==> src/rtl/acc_feeder_pkg.sv <==
// acc_feeder_pkg: shared state encoding and width helpers for the operand feeder.
package acc_feeder_pkg;

    typedef enum logic [1:0] {IDLE, HOLD, GAP} state_t;

    function automatic int cnt_width(int hold, int gap);
        return $clog2(hold > gap ? hold : gap) + 1;
    endfunction

    function automatic int count_width(int depth);
        return $clog2(depth) + 1;
    endfunction

endpackage

==> src/rtl/acc_operand_fifo.sv <==
// acc_operand_fifo: synchronous operand FIFO with flush; pointers wrap modulo DEPTH.
module acc_operand_fifo
    import acc_feeder_pkg::*;
#(
    parameter int W     = 17,
    parameter int DEPTH = 4
) (
    input  logic                          clk,
    input  logic                          rst_n,
    input  logic                          push,
    input  logic                          pop,
    input  logic                          flush,
    input  logic [W-1:0]                  din,
    output logic [W-1:0]                  dout,
    output logic                          full,
    output logic                          empty,
    output logic [count_width(DEPTH)-1:0] count
);
    localparam int AW  = $clog2(DEPTH);
    localparam int CNW = count_width(DEPTH);

    logic [W-1:0]  mem [DEPTH];
    logic [AW-1:0] wr_ptr, rd_ptr;
    logic          wr, rd;

    assign wr    = push && !full;
    assign rd    = pop && !empty;
    assign full  = count == CNW'(DEPTH);
    assign empty = count == '0;
    assign dout  = mem[rd_ptr];

    always_ff @(posedge clk)
        if (wr) mem[wr_ptr] <= din;

    always_ff @(posedge clk or negedge rst_n) begin
        if (!rst_n) begin
            wr_ptr <= '0;
            rd_ptr <= '0;
            count  <= '0;
        end else if (flush) begin
            wr_ptr <= '0;
            rd_ptr <= '0;
            count  <= '0;
        end else begin
            if (wr) wr_ptr <= wr_ptr + AW'(1);
            if (rd) rd_ptr <= rd_ptr + AW'(1);
            count <= count + CNW'(wr) - CNW'(rd);
        end
    end

endmodule

==> src/rtl/acc_mult_operand_feeder.sv <==
// acc_mult_operand_feeder: buffers operand pairs and sequences them into the accumulating
// multiplier with a fixed enable window and gap, capturing the sum at window end.
module acc_mult_operand_feeder
    import acc_feeder_pkg::*;
#(
    parameter int WIDTH1      = 8,
    parameter int WIDTH2      = 8,
    parameter int FIFO_DEPTH  = 4,
    parameter int HOLD_CYCLES = 8,
    parameter int GAP_CYCLES  = 1
) (
    input  logic                               sys_clk,
    input  logic                               sys_rst_n,
    input  logic                               in_valid,
    output logic                               in_ready,
    input  logic [WIDTH1-1:0]                  in_a,
    input  logic [WIDTH2-1:0]                  in_b,
    input  logic                               in_cin,
    input  logic                               flush,
    output logic                               en,
    output logic [WIDTH1-1:0]                  A,
    output logic [WIDTH2-1:0]                  B,
    output logic                               cin,
    input  logic [WIDTH1+WIDTH2-1:0]           sum_in,
    output logic                               res_valid,
    output logic [WIDTH1+WIDTH2-1:0]           res_data,
    output logic                               busy,
    output logic [count_width(FIFO_DEPTH)-1:0] fifo_count
);
    localparam int DW = WIDTH1 + WIDTH2 + 1;
    localparam int CW = cnt_width(HOLD_CYCLES, GAP_CYCLES);

    state_t        state;
    logic [CW-1:0] cnt;
    logic [DW-1:0] head;
    logic          full, empty, push, pop;

    assign in_ready = !full;
    assign push     = in_valid && !full && !flush;
    // A new pair is issued from IDLE or straight out of an expiring gap.
    assign pop      = !flush && !empty && (state == IDLE || (state == GAP && cnt == '0));
    assign busy     = state != IDLE;

    acc_operand_fifo #(
        .W     (DW),
        .DEPTH (FIFO_DEPTH)
    ) u_fifo (
        .clk   (sys_clk),
        .rst_n (sys_rst_n),
        .push  (push),
        .pop   (pop),
        .flush (flush),
        .din   ({in_cin, in_a, in_b}),
        .dout  (head),
        .full  (full),
        .empty (empty),
        .count (fifo_count)
    );

    always_ff @(posedge sys_clk or negedge sys_rst_n) begin
        if (!sys_rst_n) begin
            state     <= IDLE;
            cnt       <= '0;
            en        <= 1'b0;
            A         <= '0;
            B         <= '0;
            cin       <= 1'b0;
            res_valid <= 1'b0;
            res_data  <= '0;
        end else if (flush) begin
            state     <= IDLE;
            cnt       <= '0;
            en        <= 1'b0;
            res_valid <= 1'b0;
        end else begin
            res_valid <= 1'b0;
            if (pop) begin
                {cin, A, B} <= head;
                en          <= 1'b1;
                cnt         <= CW'(HOLD_CYCLES - 1);
                state       <= HOLD;
            end else begin
                case (state)
                    HOLD: begin
                        if (cnt != '0) begin
                            cnt <= cnt - CW'(1);
                        end else begin
                            en        <= 1'b0;
                            res_data  <= sum_in;
                            res_valid <= 1'b1;
                            cnt       <= CW'(GAP_CYCLES - 1);
                            state     <= GAP;
                        end
                    end
                    GAP: begin
                        if (cnt != '0) cnt <= cnt - CW'(1);
                        else state <= IDLE;
                    end
                    default: ;
                endcase
            end
        end
    end

endmodule

==> config.mk <==
export PLATFORM = sky130hd
export DESIGN_NAME = acc_mult_operand_feeder
export DESIGN_NICKNAME = d
export VERILOG_FILES = /design/src/rtl/acc_feeder_pkg.sv /design/src/rtl/acc_operand_fifo.sv /design/src/rtl/acc_mult_operand_feeder.sv
export SDC_FILE = /design/constraint.sdc
export NUM_CORES = 1
export LEC_CHECK = 0
export ABC_CLOCK_PERIOD_IN_PS = 6200
export BUFFER_PORTS_ARGS = -buffer_cell sky130_fd_sc_hd__buf_2
export CAP_MARGIN = 20
export CELL_PAD_IN_SITES_DETAIL_PLACEMENT = 1
export CELL_PAD_IN_SITES_GLOBAL_PLACEMENT = 2
export CORE_ASPECT_RATIO = 0.7
export CORE_MARGIN = 2
export CORE_UTILIZATION = 44
export DETAILED_ROUTE_END_ITERATION = 16
export PLACE_DENSITY = 0.88
export SLEW_MARGIN = 0
export SYNTH_ARGS = -nofsm -noshare
export SYNTH_HDL_FRONTEND = slang
export SYNTH_SLANG_ARGS = --single-unit
==> constraint.sdc <==
create_clock -name sys_clk -period 6.2 [get_ports sys_clk]
set_clock_uncertainty 0.15 [all_clocks]
set_input_delay 0.31 -clock sys_clk [delete_from_list [all_inputs] [get_ports sys_clk]]
set_output_delay 0.31 -clock sys_clk [all_outputs]
set_load 0.01 [all_outputs]
==> results of run 1 <==
==> state kept, by name, indices dropped and copies added, names as in the netlist <==
signal and count:
en 1, res_valid 1, B 8, res_data 16
u_fifo.rd_ptr 2, u_fifo.mem 68, u_fifo.count 3, cin 1
cnt 4, u_fifo.wr_ptr 2, A 8, state 2
==> metal layers <==
layer / vias up / wire (um)
li1: 1199 / -
met1: 1318 / 4610
met2: 73 / 4880
met3: 13 / 468
met4: 0 / 130
met5: - / 0
==> through the flow <==
step | hold slack (ps) | total power, mW | worst slack [ps]
after global placement | 300 | 1.93 | 3090
after global routing | 42.4 | 3.23 | 2790
after detailed placement | 316 | 1.98 | 2940
after floorplan | -136 | 1.71 | 3430
after CTS | 28.5 | 3.12 | 2920
final | 44.2 | 3.08 | 2950
==> synth_stat cells, types with 2 or more instances <==
cell,count
nor3_1,3
nand3_1,3
a21oi_1,4
edfxtp_1,68
dfrtp_1,48
buf_12,2
o21ai_0,3
clkbuf_1,3
and2_1,4
xnor2_1,3
nand2_1,10
a31oi_1,2
mux4_2,17
inv_1,13
xor2_1,2
ha_1,10
mux2_4,26
nor2_1,7
mux2_2,7
==> cells in the final DEF (no fill, tap or decap), types with 2 or more instances in the layout <==
cell	Yosys	routed
mux4_2	17	17
nor2_1	7	7
edfxtp_1	68	68
clkinvlp_4	0	4
nand2_1	10	10
ha_1	10	10
dfrtp_1	48	48
dlygate4sd3_1	0	34
xor2_1	2	2
clkinv_2	1	3
clkbuf_16	0	17
buf_2	1	76
bufinv_16	0	6
nand3_1	3	3
xnor2_1	3	3
mux2_2	7	7
buf_4	1	2
mux2_4	26	26
and2_1	4	4
a31oi_1	2	2
o21ai_0	3	3
a21oi_1	4	4
inv_1	13	13
nor3_1	3	3
==> where the power goes <==
part           switching, mW  total, mW  leakage, nW  internal (mW)
Clock                  0.345       1.11        0.316          0.761
Combinational          0.404      0.862         1.02          0.457
Sequential             0.121       1.11         1.21          0.993
==> layout make-up <==
class	instances	area [sq um]	share of cell area (%)
Multi-Input combinational cell	116	1360	21.8
Clock buffer	18	439	7.05
Clock inverter	14	233	3.74
Timing Repair Buffer	112	736	11.8
Tap cell	132	165	2.65
Sequential cell	116	3240	52.1
Inverter	14	53.8	0.864
==> cell families after synthesis <==
family / after synthesis
buffers and inverters: 23
XOR/XNOR: 5
adder cells (fa/ha/maj): 11
multiplexers: 51
AO/OA/AOI/OAI: 11
AND/OR/NAND/NOR: 38
flip-flops: 116
==> path summary, 6_finish.rpt <==
kind	endpoint	slack [ps]	cells past startpoint
min reg2reg	res_data[4]	350	1
max	u_fifo.count[2]	2950	13
min	u_fifo.wr_ptr[1]	40	3
min in group asynchronous	res_data[3]	400	3
max in group asynchronous	A[0]	5080	3
max reg2reg	u_fifo.count[2]	2950	13
==> worst register-to-register path, delay by kind of cell, from the launching register on <==
family                     cells  cell delay [ps]
AOI/OAI and AO/OA              1              280
buffers and inverters          4              580
adders and majority gates      4             1090
xor gates and xnor gates       1              160
DFF                            1              400
and+or+nand+nor                3              460
==> impl_metrics.env, run 1 <==
export IMPL_dieHeight_um=90.9
export IMPL_vdd_drop_max_mv=0.349
export IMPL_rows=31
export IMPL_p_leak_nw=2.55
export IMPL_cts_sinks=116
export IMPL_die_width_um=128
export IMPL_dr_total_vias=2603
export IMPL_ys_ff_latch=116
export IMPL_arrival_ps=3390
export IMPL_path_class="reg2reg"
export IMPL_layoutNonFillerInstCount=522
export IMPL_yosysTopAreaCell="edfxtp_1"
export IMPL_syn_inst=255
export IMPL_synth_top_flop_cell="edfxtp_1"
export IMPL_stdcell_area_sq_um=6230
export IMPL_worstHoldStart="in_valid"
export IMPL_tritoncts="yes"
export IMPL_grt_pass1_vias=2953
export IMPL_drv_slew=0
export IMPL_fillCellCount=941
export IMPL_syn_area_per_cell_sq_um=18.6
export IMPL_drtAntennaViolNets=0
export IMPL_cts_setup_buffers=0
export IMPL_dp_hpwl_mm=6.17
export IMPL_syn_area_sq_um=4740
export IMPL_setup_worst_path_start="state[0]"
export IMPL_crit_path_cell_trace="inv_1 -> ha_1 -> nand4bb_4 -> a21o_4 -> or2_4 -> clkinv_2 -> ha_1 -> inv_1 -> ha_1 -> inv_1 -> fa_1 -> xnor2_1 -> nor2_1"
export IMPL_clock_latency_ps=410
export IMPL_drv_cap=0
export IMPL_grt_max_degree=49
export IMPL_pin_count=77
export IMPL_p_per_area_nw_per_um2=495
export IMPL_drtIter0Drc=84
export IMPL_synth_mux_area_share_pct=18.2
export IMPL_cp_end_kind="flip-flop"
export IMPL_synth_top_family_by_area="multiplexers"
export IMPL_setup_viol=0
export IMPL_syn_nets=303
export IMPL_remaining_drc_errors=0
export IMPL_hold_viol=0
export IMPL_routedWlPerCell_um=19.3
export IMPL_dieArea_sq_um=11600
export IMPL_grt_overflow=0
export IMPL_synth_cell_types=39
export IMPL_path_clk_slew_ps=50
export IMPL_rsz0062_at_grt="no"
export IMPL_worst_path_max_fanout=20
export IMPL_ctsHoldBuffers=34
export IMPL_numCtsBuffers=17
export IMPL_critPathTopFamily="adder cells"
export IMPL_synth_xor_area_share_pct=0.923
export IMPL_core_area_sq_um=10400
export IMPL_slew_headroom_pct=34.8
export IMPL_tightest_slew_ps=978
export IMPL_synth_compound_area_share_pct=1.50
export IMPL_drive_gt1_share_pct=42.8
export IMPL_antenna_found_initial=0
export IMPL_async_flop_share_pct=41.4
export IMPL_ys_warn_count=0
export IMPL_viasPerCell=4.99
export IMPL_crit_slowest_cell="dfrtp_1"
export IMPL_grt_pass1_wl_mm=16.0
export IMPL_area_growth_pct=31.2
export IMPL_startpoint_type="flip-flop"
export IMPL_outcome="completed"
export IMPL_synth_simple_area_share_pct=4.96
export IMPL_tns_ps=0
export IMPL_r2r_start="state[0]"
export IMPL_grt_util_met3_pct=5.98
export IMPL_wl_mm=10.1
export IMPL_final_core_util_pct=59.7
export IMPL_placement_cell_area_sq_um=5220
export IMPL_worstPathRequired_ps=6330
export IMPL_busiest_layer="met2"
export IMPL_grt_use_met1_pct=23.3
export IMPL_ys_seq_area_share_pct=68.4
export IMPL_htreeDepth=4
export IMPL_yosysTopAreaCellShare_pct=43.0
export IMPL_clock_path_buffers=2
export IMPL_port_buffer_count=76
export IMPL_final_nets=425
export IMPL_initial_core_util_pct=45.5
export IMPL_synth_adder_area_share_pct=3.06
export IMPL_use_met2_pct=31.5
export IMPL_grt_usage_pct=18.8
export IMPL_fmax_mhz=307
export IMPL_min_period_over_period_pct=52.5
export IMPL_path_buf_inv=4
export IMPL_place_gp_congestion=0.716
export IMPL_fin_crit_ps=3250
export IMPL_diodes=0
export IMPL_cpPeakStageDelay_ps=400
export IMPL_place_inst=456
export IMPL_min_path_type="in2reg"
export IMPL_clockRootBuffer="clkbuf_16"
export IMPL_yosys_top_cells_area="edfxtp_1 43%, dfrtp_1 25%, mux2_4 8.2%"
export IMPL_synth_edf_count=68
export IMPL_drt_first_pass_iters=4
export IMPL_cts_repair_resized=0
(Power assumes the default switching activity.)
==> run 2: changes to the inputs <==
--- a/config.mk
+++ b/config.mk
@@ -5,16 +5,16 @@
 export SDC_FILE = /design/constraint.sdc
 export NUM_CORES = 1
 export LEC_CHECK = 0
-export ABC_CLOCK_PERIOD_IN_PS = 6200
+export ABC_CLOCK_PERIOD_IN_PS = 3400
 export BUFFER_PORTS_ARGS = -buffer_cell sky130_fd_sc_hd__buf_2
 export CAP_MARGIN = 20
 export CELL_PAD_IN_SITES_DETAIL_PLACEMENT = 1
 export CELL_PAD_IN_SITES_GLOBAL_PLACEMENT = 2
 export CORE_ASPECT_RATIO = 0.7
 export CORE_MARGIN = 2
-export CORE_UTILIZATION = 44
+export CORE_UTILIZATION = 41
 export DETAILED_ROUTE_END_ITERATION = 16
-export PLACE_DENSITY = 0.88
+export PLACE_DENSITY = 0.83
 export SLEW_MARGIN = 0
 export SYNTH_ARGS = -nofsm -noshare
 export SYNTH_HDL_FRONTEND = slang
==> constraint.sdc (replaced) <==
create_clock -name sys_clk -period 3.4 [get_ports sys_clk]
set_clock_uncertainty 0.15 [all_clocks]
set_input_delay 0.17 -clock sys_clk [delete_from_list [all_inputs] [get_ports sys_clk]]
set_output_delay 0.17 -clock sys_clk [all_outputs]
set_load 0.01 [all_outputs]
==> run 2 against run 1 <==
Compared with the run above: register-to-register slack worse by 2400 ps; design area is 0.48% lower; core utilization is 4.0 points lower; worst hold slack worse by 37 ps; largest power group unchanged; sequential cell count stayed put.
==> impl_metrics.env, run 2 (synthesis gave the netlist of run 1 again) <==
export IMPL_arrival_ps=2940
export IMPL_largestRegisters="u_fifo.mem (68), res_data (16)"
export IMPL_cts_setup_buffers=0
export IMPL_dieArea_sq_um=12500
export IMPL_outcome="completed"
export IMPL_area_growth_pct=30.6
export IMPL_wl_met2_mm=4.74
export IMPL_routedWlPerCell_um=18.3
export IMPL_tritoncts="yes"
export IMPL_setup_viol=0
export IMPL_drv_cap=0
export IMPL_drtAntennaViolNets=0
export IMPL_path_buf_inv=4
export IMPL_r2r_cells=13
export IMPL_r2r_start="cnt[0]"
export IMPL_wl_mm=10.0
export IMPL_reg2reg_slack_ps=600
export IMPL_drv_slew=0
export IMPL_drive_gt1_share_pct=42.5
export IMPL_dr_total_vias=2600
export IMPL_clock_latency_ps=410
export IMPL_rows=32
export IMPL_tns_ps=0
export IMPL_initial_core_util_pct=42.6
export IMPL_worstReg2RegEnd="u_fifo.count[2]"
export IMPL_core_area_sq_um=11100
export IMPL_wl_met3_um=433
export IMPL_final_core_util_pct=55.7
export IMPL_slew_headroom_pct=36.1
export IMPL_min_path_type="in2reg"
export IMPL_regMostFlops="u_fifo.mem"
export IMPL_p_leak_nw=2.53
export IMPL_min_period_over_period_pct=82.5
export IMPL_clockRootBuffer="clkbuf_16"
export IMPL_startpoint_type="flip-flop"
export IMPL_remaining_drc_errors=0
export IMPL_fmax_mhz=357
export IMPL_numCtsBuffers=17
export IMPL_cpPeakStageDelay_ps=400
export IMPL_cts_repair_resized=0
export IMPL_hold_end="u_fifo.wr_ptr[0]"
export IMPL_grt_pass1_vias=2954
export IMPL_grt_usage_pct=17.6
export IMPL_wl_met1_mm=4.76
export IMPL_worst_path_max_fanout=7
export IMPL_cts_sinks=116
export IMPL_cp_end_kind="flip-flop"
export IMPL_pin_count=77
export IMPL_drtIter0Drc=105
export IMPL_path_class="reg2reg"
export IMPL_rsz0062_at_grt="no"
export IMPL_worstPathRequired_ps=3530
export IMPL_clock_path_buffers=2
export IMPL_antenna_found_initial=0
export IMPL_drt_first_pass_iters=4
export IMPL_path_clk_slew_ps=50
export IMPL_holdPathStages=2
export IMPL_grt_overflow=0
export IMPL_die_width_um=133
export IMPL_dieHeight_um=94.0
export IMPL_hold_viol=0
export IMPL_dp_hpwl_mm=5.96
export IMPL_fin_crit_ps=2800
export IMPL_layout_common_cells="76 x buf_2, 68 x edfxtp_1, 48 x dfrtp_1"
export IMPL_port_buffer_count=76
export IMPL_top_layer="met4"
export IMPL_p_per_area_nw_per_um2=862
export IMPL_final_nets=428
export IMPL_place_gp_congestion=0.736
export IMPL_largest_reg_flops=68
export IMPL_vdd_drop_max_mv=0.365
export IMPL_grt_pass1_wl_mm=16.1
export IMPL_htreeDepth=4
export IMPL_final_common_cell="buf_2"
export IMPL_diodes=0
export IMPL_tightest_slew_ps=958
export IMPL_viasPerCell=4.76
export IMPL_critPathTopFamily="adder cells"
export IMPL_grt_max_degree=35
export IMPL_crit_slowest_cell="dfrtp_1"
export IMPL_ctsHoldBuffers=35
export IMPL_crit_path_cell_trace="inv_1 -> ha_1 -> nand4bb_4 -> a21o_4 -> or2_4 -> clkinv_2 -> ha_1 -> inv_1 -> ha_1 -> inv_1 -> fa_1 -> xnor2_1 -> nor2_1"
export IMPL_worstHoldStart="flush"
## run 2: cell count changes in the layout (fill, tap and decap cells not counted), sizes merged
cell	delta
clkinv	+3
inv	+1
clkinvlp	-1
bufinv	-3
dlygate4sd3	+1
buf	+2
## run 2: report_power, final
part	switching (mW)	internal, mW	leakage [nW]
logic	0.701	0.837	1.04
registers	0.226	1.81	1.21
clock network	0.623	1.14	0.281
total	1.55	3.79	2.53
## run 2: layout make-up
class	instances	area, sq um
Fill cell	1082	4930
Sequential cell	116	3240
Multi-Input combinational cell	116	1360
Timing Repair Buffer	115	761
Clock buffer	18	429
Tap cell	153	191
Clock inverter	14	161
Inverter	14	53.8
## run 2: per-stage QoR
| stage | power, mW | setup slack (ps) | std cells | area (sq um) | hold WS [ps] |
|---|---|---|---|---|---|
| floorplan | 3.11 | 628 | 255 | 4740 | -276 |
| global placement | 3.52 | 701 | 479 | 5260 | 152 |
| detailed placement | 3.58 | 601 | 479 | 5260 | 177 |
| CTS | 5.40 | 575 | 546 | 6200 | 2.11 |
| global route | 5.63 | 448 | 546 | 6200 | 40.8 |
| finish | 5.34 | 596 | 546 | 6200 | 6.84 |
## run 2: worst max-delay path by stage
stage	startpoint	end	slack, ps	cells past startpoint
finish	cnt[0]	u_fifo.count[2]	600	13
global route	cnt[0]	u_fifo.count[2]	450	13
CTS	cnt[0]	u_fifo.count[2]	570	13
detailed placement	cnt[0]	u_fifo.count[2]	600	13
global placement	cnt[0]	u_fifo.count[2]	700	13
floorplan	cnt[0]	u_fifo.count[2]	630	14
## run 2: metal layers
layer  global-route usage, %  up-vias
met1                    22.7     1317
met3                    6.26        7
met2                    28.2       72
met5                       0        -
li1                        -     1204
met4                    5.11        0
